**src/rtl/i2s_tx_master_pkg.sv**
```systemverilog
// Shared types, default geometry and the word-select helper for the I2S master transmitter.
package i2s_pkg;

    localparam int DEF_DATA_W   = 16;
    localparam int DEF_SLOT_W   = 32;
    localparam int DEF_BCLK_DIV = 4;
    localparam int FRAME_W      = 2 * DEF_SLOT_W;
    localparam int K_W          = $clog2(FRAME_W);

    typedef enum logic {
        ST_IDLE,
        ST_RUN
    } i2s_state_t;

    // lr leads the data by one bit_clk, so it looks at the slot of bit k+1.
    function automatic logic lr_level(input int k, input int slot_w);
        return ((k + 1) % (2 * slot_w)) >= slot_w;
    endfunction

endpackage

```
**src/rtl/i2s_tx_master_if.sv**
```systemverilog
// Sample-pair stream from the beamformer into the I2S transmitter.
interface i2s_tx_master_if
    import i2s_pkg::*;
#(
    parameter int DATA_W = DEF_DATA_W
);
    logic              s_valid;
    logic              s_ready;
    logic [DATA_W-1:0] s_left;
    logic [DATA_W-1:0] s_right;

    modport master (output s_valid, output s_left, output s_right, input s_ready);
    modport slave  (input s_valid, input s_left, input s_right, output s_ready);
endinterface

```
**src/rtl/i2s_tx_master_bclk_gen.sv**
```systemverilog
// Bit clock divider: div_cnt, registered bit_clk_o and the falling-edge strobe edge_evt.
module i2s_bclk_gen
    import i2s_pkg::*;
#(
    parameter int BCLK_DIV = DEF_BCLK_DIV
) (
    input  logic clk,
    input  logic rst_n,
    input  logic en,
    output logic bit_clk_o,
    output logic edge_evt
);
    localparam int DW = $clog2(BCLK_DIV);
    localparam logic [DW-1:0] DIV_LAST = DW'(BCLK_DIV - 1);
    localparam logic [DW-1:0] HALF     = DW'(BCLK_DIV / 2);

    logic [DW-1:0] div_cnt;
    logic [DW-1:0] div_nxt;

    assign div_nxt  = (div_cnt == DIV_LAST) ? '0 : div_cnt + DW'(1);
    // Combinational so the first enabled clk already counts as edge event k=0.
    assign edge_evt = en && (div_cnt == '0);

    // NOTE: state registers use non-blocking assignments so every flop samples pre-edge values.
    always_ff @(posedge clk or negedge rst_n) begin
        if (!rst_n) begin
            div_cnt   <= '0;
            bit_clk_o <= 1'b0;
        end else if (!en) begin
            div_cnt   <= '0;
            bit_clk_o <= 1'b0;
        end else begin
            div_cnt   <= div_nxt;
            bit_clk_o <= (div_nxt >= HALF);
        end
    end
endmodule

```
**src/rtl/i2s_tx_master.sv**
```systemverilog
// I2S (Philips) master transmitter: stream in, bit_clk/lr_clk/sd out.
// Build option I2S_TX_HOLD_EN: repeat the last pair on underrun instead of sending silence.
module i2s_tx_master
    import i2s_pkg::*;
#(
    parameter int DATA_W   = DEF_DATA_W,
    parameter int SLOT_W   = DEF_SLOT_W,
    parameter int BCLK_DIV = DEF_BCLK_DIV
) (
    input  logic              clk,
    input  logic              rst_n,
    input  logic              ena,
    i2s_tx_master_if.slave    s,
    output logic              bit_clk_o,
    output logic              lr_clk_o,
    output logic              sd_o,
    output logic              underrun_o
);
    localparam int FRAME_LEN = 2 * SLOT_W;
    localparam int KW        = $clog2(FRAME_LEN);
    localparam logic [KW-1:0] K_LAST = KW'(FRAME_LEN - 1);

    i2s_state_t        state;
    logic [KW-1:0]     k;
    logic              hold_full;
    logic [DATA_W-1:0] hold_l, hold_r;
    logic [DATA_W-1:0] shift_l, shift_r;
    logic [DATA_W-1:0] ld_l, ld_r;
    logic              edge_evt;
    logic              xfer;
    logic              frame_load;
`ifdef I2S_TX_HOLD_EN
    logic [DATA_W-1:0] last_l, last_r;
`endif

    i2s_bclk_gen #(.BCLK_DIV(BCLK_DIV)) u_bclk (
        .clk       (clk),
        .rst_n     (rst_n),
        .en        (ena),
        .bit_clk_o (bit_clk_o),
        .edge_evt  (edge_evt)
    );

    assign s.s_ready  = ~hold_full;
    assign xfer       = s.s_valid & ~hold_full;
    assign frame_load = edge_evt && (state == ST_IDLE || k == '0);

    // Pair entering the shift registers at frame start: hold, then bypass, then underrun fill.
    always_comb begin
        // NOTE: defaults first so no path through this block leaves a latch behind.
        ld_l = '0;
        ld_r = '0;
        if (hold_full) begin
            ld_l = hold_l;
            ld_r = hold_r;
        end else if (s.s_valid) begin
            ld_l = s.s_left;
            ld_r = s.s_right;
        end
`ifdef I2S_TX_HOLD_EN
        else begin
            ld_l = last_l;
            ld_r = last_r;
        end
`endif
    end

    always_ff @(posedge clk or negedge rst_n) begin
        if (!rst_n) begin
            state      <= ST_IDLE;
            k          <= '0;
            lr_clk_o   <= 1'b0;
            sd_o       <= 1'b0;
            underrun_o <= 1'b0;
            hold_full  <= 1'b0;
            hold_l     <= '0;
            hold_r     <= '0;
            shift_l    <= '0;
            shift_r    <= '0;
`ifdef I2S_TX_HOLD_EN
            last_l     <= '0;
            last_r     <= '0;
`endif
        end else begin
            underrun_o <= 1'b0;

            // A bypass transfer at frame start skips the hold register entirely.
            if (xfer && !frame_load) begin
                hold_l    <= s.s_left;
                hold_r    <= s.s_right;
                hold_full <= 1'b1;
            end

            if (!ena) begin
                state    <= ST_IDLE;
                k        <= '0;
                lr_clk_o <= 1'b0;
                sd_o     <= 1'b0;
            end else begin
                state <= ST_RUN;
                if (edge_evt) begin
                    k        <= (k == K_LAST) ? '0 : k + KW'(1);
                    lr_clk_o <= lr_level(int'(k), SLOT_W);
                    if (frame_load) begin
                        hold_full  <= 1'b0;
                        underrun_o <= ~hold_full & ~s.s_valid;
                        sd_o       <= ld_l[DATA_W-1];
                        shift_l    <= ld_l << 1;
                        shift_r    <= ld_r;
`ifdef I2S_TX_HOLD_EN
                        last_l     <= ld_l;
                        last_r     <= ld_r;
`endif
                    end else if (int'(k) < DATA_W) begin
                        sd_o    <= shift_l[DATA_W-1];
                        shift_l <= shift_l << 1;
                    end else if (int'(k) >= SLOT_W && int'(k) < SLOT_W + DATA_W) begin
                        sd_o    <= shift_r[DATA_W-1];
                        shift_r <= shift_r << 1;
                    end else begin
                        sd_o <= 1'b0;
                    end
                end
            end
        end
    end
endmodule

```
**src/flat_wrapper.sv**
```systemverilog
// flat-port wrapper written by rule: the top's interface ports become plain ports
module i2s_tx_master_flat import i2s_pkg::*;
#(
    parameter int DATA_W   = DEF_DATA_W,
    parameter int SLOT_W   = DEF_SLOT_W,
    parameter int BCLK_DIV = DEF_BCLK_DIV
)
  (clk, rst_n, ena, bit_clk_o, lr_clk_o, sd_o, underrun_o, s_s_valid, s_s_left, s_s_right, s_s_ready);
  i2s_tx_master_if #(.DATA_W(DATA_W)) s_i ();
  input  logic clk;
  input  logic rst_n;
  input  logic ena;
  output logic bit_clk_o;
  output logic lr_clk_o;
  output logic sd_o;
  output logic underrun_o;
  input wire logic [$bits(s_i.s_valid)-1:0] s_s_valid;
  input wire logic [$bits(s_i.s_left)-1:0] s_s_left;
  input wire logic [$bits(s_i.s_right)-1:0] s_s_right;
  output wire logic [$bits(s_i.s_ready)-1:0] s_s_ready;
  assign s_i.s_valid = s_s_valid;
  assign s_i.s_left = s_s_left;
  assign s_i.s_right = s_s_right;
  assign s_s_ready = s_i.s_ready;
  i2s_tx_master #(.DATA_W(DATA_W), .SLOT_W(SLOT_W), .BCLK_DIV(BCLK_DIV)) u_core (.clk(clk), .rst_n(rst_n), .ena(ena), .s(s_i), .bit_clk_o(bit_clk_o), .lr_clk_o(lr_clk_o), .sd_o(sd_o), .underrun_o(underrun_o));
endmodule
```
**config.mk**
```make
export PLATFORM = sky130hd
export DESIGN_NAME = i2s_tx_master_flat
export DESIGN_NICKNAME = d
export VERILOG_FILES = /design/src/rtl/i2s_tx_master_pkg.sv /design/src/rtl/i2s_tx_master_if.sv /design/src/rtl/i2s_tx_master_bclk_gen.sv /design/src/rtl/i2s_tx_master.sv /design/src/flat_wrapper.sv
export SDC_FILE = /design/constraint.sdc
export NUM_CORES = 1
export LEC_CHECK = 0
export CORE_ASPECT_RATIO = 0.9
export CORE_UTILIZATION = 55
export DETAILED_ROUTE_END_ITERATION = 8
export PLACE_DENSITY_LB_ADDON = 0.08
export SYNTH_ARGS = -nofsm -noshare
export SYNTH_HDL_FRONTEND = slang
export SYNTH_SLANG_ARGS = --single-unit
```
**constraint.sdc**
```tcl
create_clock -name clk -period 2.4 [get_ports clk]
set_input_delay 0.48 -clock clk [delete_from_list [all_inputs] [get_ports clk]]
set_output_delay 0.48 -clock clk [all_outputs]
set_load 0.01 [all_outputs]
```
# --- Yosys cells after proc, flatten, opt, wreduce, memory -nomap -nowiden ---
# Index checks and enable logic that the tools add are counted.
totals:
  wordCells: 73
  output_inout_bits: 5
  inputBits: 36
  reg_bits: 78
op_classes:
  n_bitwise: 6
  n_mux: 30
  n_addsub: 3
  magnitude_cmp: 5
  reduce_logical: 13
  n_eq_ne: 4
op_table:
  columns: ["op", "count"]
  rows:
  - ["16-bit two-way mux", 9]
  - ["6-bit two-way mux", 3]
  - ["1-bit two-way mux", 16]
  - ["6-bit by 1-bit adder with 6-bit output, second input constant", 2]
  - ["7-bit greater-or-equal comparator, second input constant", 1]
  - ["6-bit == test, second input constant", 1]
  - ["6-bit greater-or-equal comparator, second input constant", 1]
  - ["6-bit logical NOT", 1]
  - ["6-bit by 5-bit less-than comparator with 1-bit output, second input constant", 1]
  - ["6-bit less-than comparator, second input constant", 1]
  - ["6-bit OR reduction", 1]
  - ["1-bit logical AND", 4]
  - ["2-bit two-way mux", 2]
  - ["2-bit by 1-bit inequality test with 1-bit output, second input constant", 2]
  - ["4-bit AND reduction", 1]
  - ["2-bit nonzero test", 2]
  - ["1-bit inverter", 3]
  - ["3-bit AND reduction", 1]
  - ["2-bit by 1-bit adder with 2-bit output, second input constant", 1]
  - ["1-bit AND", 2]
  - ["2-bit == test, second input constant", 1]
  - ["2-bit greater-or-equal comparator, second input constant", 1]
  - ["2-bit logical NOT", 1]
  - ["1-bit AND, first input constant", 1]
  - ["other kinds (2)", 2]

# --- Depth between registers and ports, before layout ---
# Gate-level depths: netlist (run 1).
logic_depth:
  word_depth: 9
  ltp_mapped: 8
  mapped_depth_nobuf: 6

# --- Modules after synthesis ---
# A second synthesis (run 1) with hierarchy kept.
unflattened:
  hier_cells: 318
  area_unflattened_um2: 3702.3
modules_own_cells:
  columns: ["mod", "seq_area_each_um2", "area_each_um2", "cells_each", "n_inst"]
  rows:
  - ["i2s_tx_master", 1851.8, 3592.2, 309, 1]
  - ["i2s_bclk_gen", 50.0, 110.1, 9, 1]

# --- Least setup slack after synthesis (run 1) ---
# Ideal clock, no wire load.
synth_path:
  path_type: "register to register"
  startpoint: "reg u_core.k[0]"
  endpoint: "reg u_core.hold_l[10]"
  arrival_ns: 1.808
  required_time_ns: 2.275
  synth_period_minus_slack_ns: 1.933
  stages_incl_launch_ff: 9
  slack_ns: 0.467
  setup_ns: 0.125
  n_path_buf: 2
  path_cell_list: "dfrtp_1 inv_1 ha_1 nor3b_4 o211ai_4 and2_1 buf_6 buf_6 mux2_4"
synth_via:
  elab_chain_len: 5
synth_rtl:
  columns: ["element", "line_no", "text"]
  rows:
  - ["from (decl)", "i2s_tx_master.sv:24", "logic [KW-1:0] k;"]
  - ["from (signal assigned)", "i2s_tx_master.sv:102", "k <= (k == K_LAST) ? '0 : k + KW'(1);"]
  - ["6-bit logical NOT", "i2s_tx_master.sv:46", "assign frame_load = edge_evt && (state == ST_IDLE || k == '0);"]
  - ["1-bit logical OR", "i2s_tx_master.sv:46", null]
  - ["1-bit logical AND", "i2s_tx_master.sv:46", null]
  - ["1-bit logical NOT", "i2s_tx_master.sv:88", "if (xfer && !frame_load) begin"]
  - ["1-bit logical AND", "i2s_tx_master.sv:88", null]
  - ["to (signal assigned)", "i2s_tx_master.sv:89", "hold_l <= s.s_left;"]
  - ["to (decl)", "i2s_tx_master.sv:26", "logic [DATA_W-1:0] hold_l, hold_r;"]
# No other way between the ends.
# A chain may end at the register's enable or synchronous reset.

# --- Worst setup path after layout (run 1) ---
layout_path:
  startpoint: "reg u_core.k[0]"
  endpoint: "reg u_core.hold_l[9]"
# The elaborated chain is that of the path after synthesis.

==> impl_metrics.ini, run 1 <==
[worst_setup_path]
worstSetupStartpoint = u_core.k[0]
path_cells = inv_1 > ha_1 > nor3b_4 > o211ai_4 > and2_2 > buf_4 > mux2_4
worst_setup_path_start_kind = flip-flop
end_kind = flip-flop
timing.critical_path.max_delay_family = buffers and inverters
critical_path_arrival_ns = 2.32
worst-path-buf-inv = 2
criticalPathCategory = reg -> reg
logic_depth_of_the_worst_register_to_register_path = 7
critPathMaxStageDelay_ns = 0.43
highest_fanout_seen_on_the_critical_path = 18
cp_slowest_cell = dfrtp_1
cp.depth = 7
cp-endpoint = u_core.hold_l[9]
cp_data_required_time_ns = 2.64
r2r-start = u_core.k[0]
setup.reg_to_reg.worst_slack_ns = 0.32
worstReg2RegEnd = u_core.hold_l[9]

[logic_synthesis]
synthesis.yosys.warnings = 0
mapped_cell_area_um2 = 3650
syn-mean-instance-area_um2 = 12.3
most_used_dff_post_synth = dfrtp_1
synthTopCellsByCount = 76 x dfrtp_1, 30 x mux2_4, 29 x a221oi_1
ys_ff_latch = 76
number_of_enable_flip_flop_cells_after_synthesis = 0
synth.top_cells.by_area = dfrtp_1 52%, mux2_4 12%, a221oi_1 6.9%
synth_cells = 297
yosysSeqAreaShare_pct = 52.0
synth_top_cell_by_area = dfrtp_1
proportion_of_netlist_area_held_by_the_largest_area_contributor_pct = 52.0
fraction_of_registers_with_async_set_or_reset_after_synthesis_pct = 100
syn_nets = 336
synth_most_common_cell = dfrtp_1
yosys.cell_types.count = 40

[clock_tree]
sinks_on_the_clock_net = 76
clock_latency_ns = 0.35
cts_hold_repair.buffers = 0
post_cts_repair_setup_buffers = 0
numCtsBuffers = 9
cts.repair.resized = 0
cts.reportedPaths.clkPinSlew_ns = 0.08
clock_tree.root_cell = clkbuf_8
ctsHtreeMaxLevel = 3
cts_buffer_depth = 2
clock_tree_from_tritoncts = yes

[final_layout]
final_cell_area_um2 = 4360
final_util_pct = 69.8
areaGrowthSynthToFinish_pct = 19.3
num_antenna_cells = 0
number_of_nets_at_the_end_of_the_flow = 374
layout-drive-gt1-share_pct = 19.7

[drt]
drtIter0Drc = 132
ant_nets = 0
routed-via-count = 2503
drc = 0
routed_wl_um = 7260
detail_route.first_pass.iterations = 4
drt-wirelength-per-cell_um = 17.0
detail_route.vias_per_cell = 5.86

[place]
place.port_buffers = 40
routabilityCongestion = 0.750
placement.cell_area_um2 = 4140
detailedPlace.worstSlack_ns = 0.192
hpwl_um = 4530

[floorplan]
start_util_pct = 58.5
die_area_um2 = 6980
die_width_um = 87.9
floorplan.core_area_um2 = 6250
placement_rows = 27
pin_count = 41
die_height_um = 79.3

[global_route]
grt_pass1_vias = 2440
global_route.usage.total_pct = 22.9
globalRouteOverflowTotal = 0
antenna_found_initial = 0
grt_pass1_wl_um = 12000
maximum_number_of_pins_on_one_net_before_global_route_repair = 47

[sta]
timing_worst_slew_pin_value_ns = 0.644
maxSlewHeadroom_pct = 57.0
fmaxAchievable_ghz = 0.481
total_of_endpoints_with_negative_setup_slack_in_the_final_report = 0
final.min_clock_period_ns = 2.08
final_min_period_over_clock_period_pct = 86.7
final.setup.worst_slack_ns = 0.320
final_max_slew_viol_count = 0
report.final.hold_viol_count = 0
rsz0062_at_grt = no
timing.setup.tns_ns = 0
clock_skew_ns = 0.00825

[flow_run]
max-cap-violations = 0

[power_and_ir_drop]
finalPower_w = 0.00400
pwr_density_cell_nw_per_um2 = 917
power_leakage_nw = 1.97
vdd.ir_drop.worst_uv = 447

[run_status]
outcome = finished, final reports clean

[min_path]
hold_path.class = in -> async
==> power breakdown <==
part / total [W] / internal [W] / switching, W / leakage, nW
clock: 0.00106 / 0.000609 / 0.000449 / 0.113
sequential: 0.00194 / 0.00169 / 0.000251 / 0.917
combinational: 0.00100 / 0.000595 / 0.000409 / 0.944
==> cell usage in the layout, fill, tap and decap left out, types with 3 or more instances in the layout <==
cell              n
o21ai_0           5
inv_1             5
o31ai_1          14
clkdlybuf4s50_1  39
clkbuf_8         10
nor2b_1           3
and2_1            6
a21oi_1          17
ha_1              3
dfrtp_1          76
mux2_4           30
nand2_1          21
nand3_1           4
nor2_1           14
buf_4             9
a221oi_1         29
clkinv_2          3
mux2i_1          18
==> stage by stage <==
stage,hold WS [ns],instances
after floorplan,0.184,297
after global placement,0.418,411
after detailed placement,0.422,411
after CTS,0.0652,427
after global routing,0.0744,427
final,0.0564,427
==> cell families after synthesis <==
kind of cell	share of synthesized area, %
buffers and inverters	4.01
AO/OA/AOI/OAI	16.6
XOR/XNOR	0.719
adder cells (fa/ha/maj)	1.03
AND/OR/NAND/NOR	7.77
flip-flops	52.0
multiplexers	17.9
==> worst min-delay path by stage <==
stage,from,to,slack (ns),depth (start not counted)
after floorplan,rst_n,u_core.hold_full,0.18,0
after detailed placement,u_core.u_bclk.div_cnt[0],u_core.u_bclk.div_cnt[0],0.42,1
after global routing,rst_n,u_core.hold_l[7],0.07,1
final,rst_n,u_core.hold_l[7],0.06,1
after global placement,u_core.u_bclk.div_cnt[0],u_core.u_bclk.div_cnt[0],0.42,1
after CTS,rst_n,u_core.hold_l[7],0.07,1
==> area by class of cell <==
class                      instances  area (um^2)
sequential                        76         1900
fill                             463         1890
multi-input combinational        192         1610
timing repair buffer              50          498
clock buffer                      11          141
tap                               87          109
clock inverter                     5         75.1
inverter                           6         22.5
==> per-layer routing <==
metal / vias up / GRT usage, % / wire [um]
li1: 1182 / - / -
met1: 1247 / 32.9 / 3560
met2: 65 / 33.0 / 3290
met3: 9 / 6.55 / 324
met4: 0 / 7.87 / 88
met5: - / 0 / 0
==> state kept, by name, summed over array words and instances, names as in the netlist, 6 cells and up <==
signal	flops
u_core.hold_l	16
u_core.hold_r	16
u_core.k	6
u_core.shift_l	15
u_core.shift_r	16
==> worst reg2reg max path: cells and delay by family (launching register included) <==
| family | cells | cell delay, ns |
|---|---|---|
| DFF | 1 | 0.43 |
| AOI/OAI and AO/OA | 1 | 0.16 |
| and+or+nand+nor | 2 | 0.37 |
| adders and majority gates | 1 | 0.23 |
| buffers and inverters | 2 | 0.44 |
| muxes | 1 | 0.34 |
Power figures use the tool's default switching activity.
==> run 2: changes to the inputs <==
--- a/config.mk
+++ b/config.mk
@@ -8,7 +8,8 @@
 export CORE_ASPECT_RATIO = 0.9
 export CORE_UTILIZATION = 55
 export DETAILED_ROUTE_END_ITERATION = 8
-export PLACE_DENSITY_LB_ADDON = 0.08
+export PLACE_DENSITY = 0.79
+export SKIP_LAST_GASP = 1
 export SYNTH_ARGS = -nofsm -noshare
 export SYNTH_HDL_FRONTEND = slang
 export SYNTH_SLANG_ARGS = --single-unit
==> run 2 against run 1 <==
Non-clock buffer count up 2. Global-route usage up 1.3 points. Sequential cell count unchanged. Maximum frequency up 2.6%. Cell area up 1.1%. Worst hold slack better by 0.016 ns. Final cell count up 0.47%. Combinational power about the same. Clock power up 14%. Critical endpoint is now u_core.shift_l[7]. Largest cell class unchanged.
==> impl_metrics.ini, run 2 (synthesis results as in run 1) <==
[run_status]
outcome = finished, final reports clean

[power_and_ir_drop]
power_switching_w = 0.00116
clockPowerShare_pct = 29.1
share_seq_of_total_power_pct = 46.6
power_leakage_nw = 2.00
net_sw_share_pct = 27.8
vdd.ir_drop.worst_uv = 465
pwr-share-comb_pct = 24.3
cell_internal_pwr_w = 0.00301
pwr_density_cell_nw_per_um2 = 945

[drt]
ant_nets = 0
routed-via-count = 2542
detail_route.vias_per_cell = 5.93
drtIter0Drc = 155
drc = 0
drt-wirelength-per-cell_um = 17.5
routed_wl_um = 7510
detail_route.first_pass.iterations = 5

[clock_tree]
cts_buffer_depth = 2
ctsHtreeMaxLevel = 3
numCtsBuffers = 9
cts_hold_repair.buffers = 0
clock_tree.root_cell = clkbuf_8
cts.reportedPaths.clkPinSlew_ns = 0.08
clock_tree_from_tritoncts = yes
sinks_on_the_clock_net = 76
clock_latency_ns = 0.36

[sta]
total_of_endpoints_with_negative_setup_slack_in_the_final_report = 0
fmaxAchievable_ghz = 0.493
final_min_period_over_clock_period_pct = 84.5
final.min_clock_period_ns = 2.03
timing.setup.tns_ns = 0
timing_worst_slew_pin_value_ns = 0.601
clock_skew_ns = 0.00963
maxSlewHeadroom_pct = 59.9
report.final.hold_viol_count = 0
rsz0062_at_grt = no
final_max_slew_viol_count = 0
timing.hold.ws_ns = 0.0728

[place]
place.port_buffers = 40
placed_cells = 413
hpwl_um = 4750
routabilityCongestion = 0.808

[worst_setup_path]
path_cells = inv_1 > ha_1 > or3b_2 > o31ai_4 > nor2_1 > o31ai_1
cp_slowest_cell = or3b_2
highest_fanout_seen_on_the_critical_path = 6
end_kind = flip-flop
critical_path_arrival_ns = 2.30
worst-path-buf-inv = 1
timing.critical_path.max_delay_family = compound AO/OA/AOI/OAI gates
cp_data_required_time_ns = 2.67
critPathMaxStageDelay_ns = 0.50
worst_setup_path_start_kind = flip-flop
criticalPathCategory = reg -> reg

[global_route]
maximum_number_of_pins_on_one_net_before_global_route_repair = 40
grt_pass1_vias = 2583
global_route.usage.total_pct = 24.2
globalRouteOverflowTotal = 0
grt_pass1_wl_um = 12600
antenna_found_initial = 0

[final_layout]
biggestRegsByFlops = u_core.hold_l (16), u_core.hold_r (16), u_core.shift_r (16)
final.fill_count = 457
layout-drive-gt1-share_pct = 20.2
multi_input_area_um2 = 1610
layout.cells.non_filler = 429
areaGrowthSynthToFinish_pct = 20.6
sequential_cell_area_um2 = 1900
layout.cells.most_common_list = 76 x dfrtp_1, 39 x clkdlybuf4s50_1, 30 x mux2_4, 29 x a221oi_1, 21 x nand2_1
num_antenna_cells = 0
number_of_nets_at_the_end_of_the_flow = 376
mostFrequentLayoutCell = dfrtp_1

[min_path]
hold_path.class = in -> async

[floorplan]
start_util_pct = 58.5
die_height_um = 79.3
die_width_um = 87.9
pin_count = 41
die_area_um2 = 6980
placement_rows = 27
floorplan.core_area_um2 = 6250

[flow_run]
max-cap-violations = 0
==> run 2: power by group through the flow <==
stage / Clock [W] / Sequential [W] / Combinational, W
after CTS: 0.00124 / 0.00193 / 0.00102
after detailed placement: 0 / 0.00194 / 0.00102
after global routing: 0.00128 / 0.00199 / 0.00111
after floorplan: 0 / 0.00187 / 0.000778
final: 0.00121 / 0.00194 / 0.00101
after global placement: 0 / 0.00193 / 0.000973
==> run 2: layout make-up <==
class / instances / share of cell area [%]
flip-flops and latches: 76 / 43.1
multi-input cells: 192 / 36.6
repair buffers: 52 / 11.6
clock buffers: 11 / 3.21
well taps: 87 / 2.47
clock inverters: 5 / 2.44
inverters: 6 / 0.511
==> run 2: worst paths after layout <==
kind                                     startpoint                  endpoint  slack [ns]  cells after the start
setup / recovery                        u_core.k[0]         u_core.shift_l[7]        0.37                      6
hold / removal                                rst_n          u_core.hold_l[8]        0.07                      1
setup reg to reg                        u_core.k[0]         u_core.shift_l[7]        0.37                      6
hold reg to reg            u_core.u_bclk.div_cnt[0]  u_core.u_bclk.div_cnt[0]        0.43                      1
max in group asynchronous                     rst_n         u_core.hold_r[12]        1.76                      2
min in group clk           u_core.u_bclk.div_cnt[0]  u_core.u_bclk.div_cnt[0]        0.43                      1
==> run 2: per-stage QoR <==
step / instance area [um^2] / util (%) / power, W / setup slack [ns]
4_1_cts: 4410 / 70.5 / 0.00419 / 0.202
3_3_place_gp: 4160 / 66.5 / 0.00290 / 0.265
3_5_place_dp: 4160 / 66.5 / 0.00296 / 0.231
6_report: 4410 / 70.5 / 0.00417 / 0.373
5_1_grt: 4410 / 70.5 / 0.00438 / 0.246
2_1_floorplan: 3650 / - / 0.00265 / 0.467
==> run 2: routing by layer <==
layer / up-vias / GRT usage [%] / wire, um
li1: 1184 / - / -
met1: 1272 / 32.3 / 3380
met2: 75 / 37.4 / 3560
met3: 11 / 6.44 / 463
met4: 0 / 9.67 / 110
met5: - / 0 / 0
==> run 2: repair_timing <==
item	in CTS	in global routing
setup buffers	0	0
endpoints found under the setup margin	0	4
resized for setup	0	1
==> run 3: changes to the inputs <==
--- a/config.mk
+++ b/config.mk
@@ -6,9 +6,9 @@
 export NUM_CORES = 1
 export LEC_CHECK = 0
 export CORE_ASPECT_RATIO = 0.9
-export CORE_UTILIZATION = 55
+export CORE_UTILIZATION = 51
 export DETAILED_ROUTE_END_ITERATION = 8
-export PLACE_DENSITY = 0.79
+export PLACE_DENSITY = 0.77
 export SKIP_LAST_GASP = 1
 export SYNTH_ARGS = -nofsm -noshare
 export SYNTH_HDL_FRONTEND = slang
==> constraint.sdc (replaced) <==
create_clock -name clk -period 1.8 [get_ports clk]
set_input_delay 0.36 -clock clk [delete_from_list [all_inputs] [get_ports clk]]
set_output_delay 0.36 -clock clk [all_outputs]
set_load 0.01 [all_outputs]
==> run 3 against run 2 <==
The run now ends with negative setup slack left. Final cell count up 5.1%. Sequential power up 33%. First-iteration DRC count up 25%. Combinational power up 49%. Largest cell class unchanged.
==> impl_metrics.ini, run 3 (synthesis results as in run 1) <==
[run_status]
outcome = complete, but fails checks
failed_checks = negative setup slack

[min_path]
hold_path.class = in -> async

[worst_setup_path]
worst-path-buf-inv = 2
cp_data_required_time_ns = 2.03
r2r-start = u_core.k[0]
setup.reg_to_reg.worst_slack_ns = -0.03
critPathMaxStageDelay_ns = 0.36
criticalPathCategory = reg -> reg
cp.depth = 7
end_kind = flip-flop
logic_depth_of_the_worst_register_to_register_path = 7
cp_slowest_cell = dfrtp_1
worstReg2RegEnd = u_core.hold_l[2]
cp-endpoint = u_core.hold_l[2]
worst_setup_path_start_kind = flip-flop
highest_fanout_seen_on_the_critical_path = 6
worstSetupStartpoint = u_core.k[0]
path_cells = inv_2 > ha_4 > nor3b_4 > o211ai_4 > and2_4 > buf_4 > mux2_4
timing.critical_path.max_delay_family = simple AND/OR/NAND/NOR gates
critical_path_arrival_ns = 2.06

[sta]
total_of_endpoints_with_negative_setup_slack_in_the_final_report = 13
report.final.hold_viol_count = 0
clock_skew_ns = 0.00948
fmaxAchievable_ghz = 0.547
rsz0062_at_grt = yes
final.min_clock_period_ns = 1.83
maxSlewHeadroom_pct = 55.4
final.setup.worst_slack_ns = -0.0294
final_min_period_over_clock_period_pct = 102
final_max_slew_viol_count = 0
timing_worst_slew_pin_value_ns = 0.668

[global_route]
grt_pass1_wl_um = 13300
antenna_found_initial = 0
global_route.usage.total_pct = 23.4
globalRouteOverflowTotal = 0
grt_pass1_vias = 2636
maximum_number_of_pins_on_one_net_before_global_route_repair = 45

[final_layout]
number_of_nets_at_the_end_of_the_flow = 395
layout.cells.non_filler = 451
final_util_pct = 69.1
layout.cells.most_common_list = 76 x dfrtp_1, 38 x clkdlybuf4s50_1, 30 x mux2_4, 24 x a221oi_1, 21 x buf_4
biggestRegsByFlops = u_core.hold_l (16), u_core.hold_r (16), u_core.shift_r (16)
final_cell_area_um2 = 4670
num_antenna_cells = 0
layout-drive-gt1-share_pct = 26.6
multi_input_area_um2 = 1680
mostFrequentLayoutCell = dfrtp_1
final.fill_count = 450
sequential_cell_area_um2 = 1900
areaGrowthSynthToFinish_pct = 27.8

[floorplan]
die_area_um2 = 7510
die_width_um = 91.2
start_util_pct = 54.1
pin_count = 41
floorplan.core_area_um2 = 6760
die_height_um = 82.3
placement_rows = 28

[clock_tree]
clock_tree.root_cell = clkbuf_8
clock_tree_from_tritoncts = yes
ctsHtreeMaxLevel = 3
sinks_on_the_clock_net = 76
clock_latency_ns = 0.35
cts_buffer_depth = 2
cts.reportedPaths.clkPinSlew_ns = 0.08
numCtsBuffers = 9

[power_and_ir_drop]
power_leakage_nw = 2.13
vdd.ir_drop.worst_uv = 658
pwr_density_cell_nw_per_um2 = 1190
finalPower_w = 0.00556

[drt]
drtIter0Drc = 193
drc = 0
drt-wirelength-per-cell_um = 17.7
detail_route.first_pass.iterations = 4
ant_nets = 0
detail_route.vias_per_cell = 5.89
routed-via-count = 2656
routed_wl_um = 7990

[place]
placed_cells = 426
routabilityCongestion = 0.754
placement.cell_area_um2 = 4260
hpwl_um = 4760
place.port_buffers = 40

[flow_run]
max-cap-violations = 0
[run 3: cell types whose count changed in the layout (fill, tap and decap cells not counted), moves of 2 or more]
| cell | before | now |
|---|---|---|
| a221oi_1 | 29 | 24 |
| a221oi_2 | 0 | 5 |
| and2_4 | 0 | 2 |
| buf_12 | 2 | 8 |
| buf_4 | 11 | 21 |
| inv_1 | 5 | 3 |
| inv_2 | 1 | 3 |
[run 3: metrics by stage]
stage               worst slack [ns]  setup TNS, ns  hold slack [ns]
floorplan                     -0.115          -3.46           0.0644
global placement              -0.354         -12.12            0.170
detailed placement            -0.396         -15.15            0.172
CTS                           0.0108              0            0.327
global route                  -0.111          -2.54            0.347
finish                       -0.0294         -0.266            0.343
[run 3: worst min-delay path by stage]
| stage | from | to | cells after the start |
|---|---|---|---|
| 2_1_floorplan | rst_n | u_core.hold_full | 0 |
| 3_3_place_gp | rst_n | u_core.hold_l[7] | 1 |
| 3_5_place_dp | rst_n | u_core.hold_l[7] | 1 |
| 4_1_cts | rst_n | u_core.hold_l[4] | 2 |
| 5_1_grt | rst_n | u_core.hold_l[4] | 2 |
| 6_report | rst_n | u_core.hold_l[7] | 2 |
[run 3: cell type report]
type	count	area share, %
Inverter	6	0.482
Sequential cell	76	40.7
Tap cell	90	2.41
Timing Repair Buffer	70	15.6
Clock buffer	13	3.40
Multi-Input combinational cell	193	35.9
Clock inverter	3	1.47
[run 3: what timing repair did]
item	4_1_cts	5_1_grt
gates cloned	1	0
hold buffers	1	0
hold endpoints to repair	3	0
setup endpoints to repair	49	56
buffers inserted	7	0
resized for setup	8	9
pin swaps	3	0
[run 3: routing by layer]
layer	part of all wire, %	track usage, %	vias to the layer above	wire length (um)
met3	5.7	5.49	14	455
met4	2.0	9.37	0	157
met1	46	32.1	1332	3700
met5	0	0	-	0
met2	46	36.5	87	3670
li1	-	-	1223	-
[run 3: power breakdown]
part	switching (W)	internal, W
clock network	0.000613	0.000861
logic	0.000613	0.000892
registers	0.000334	0.00225
total	0.00156	0.00400
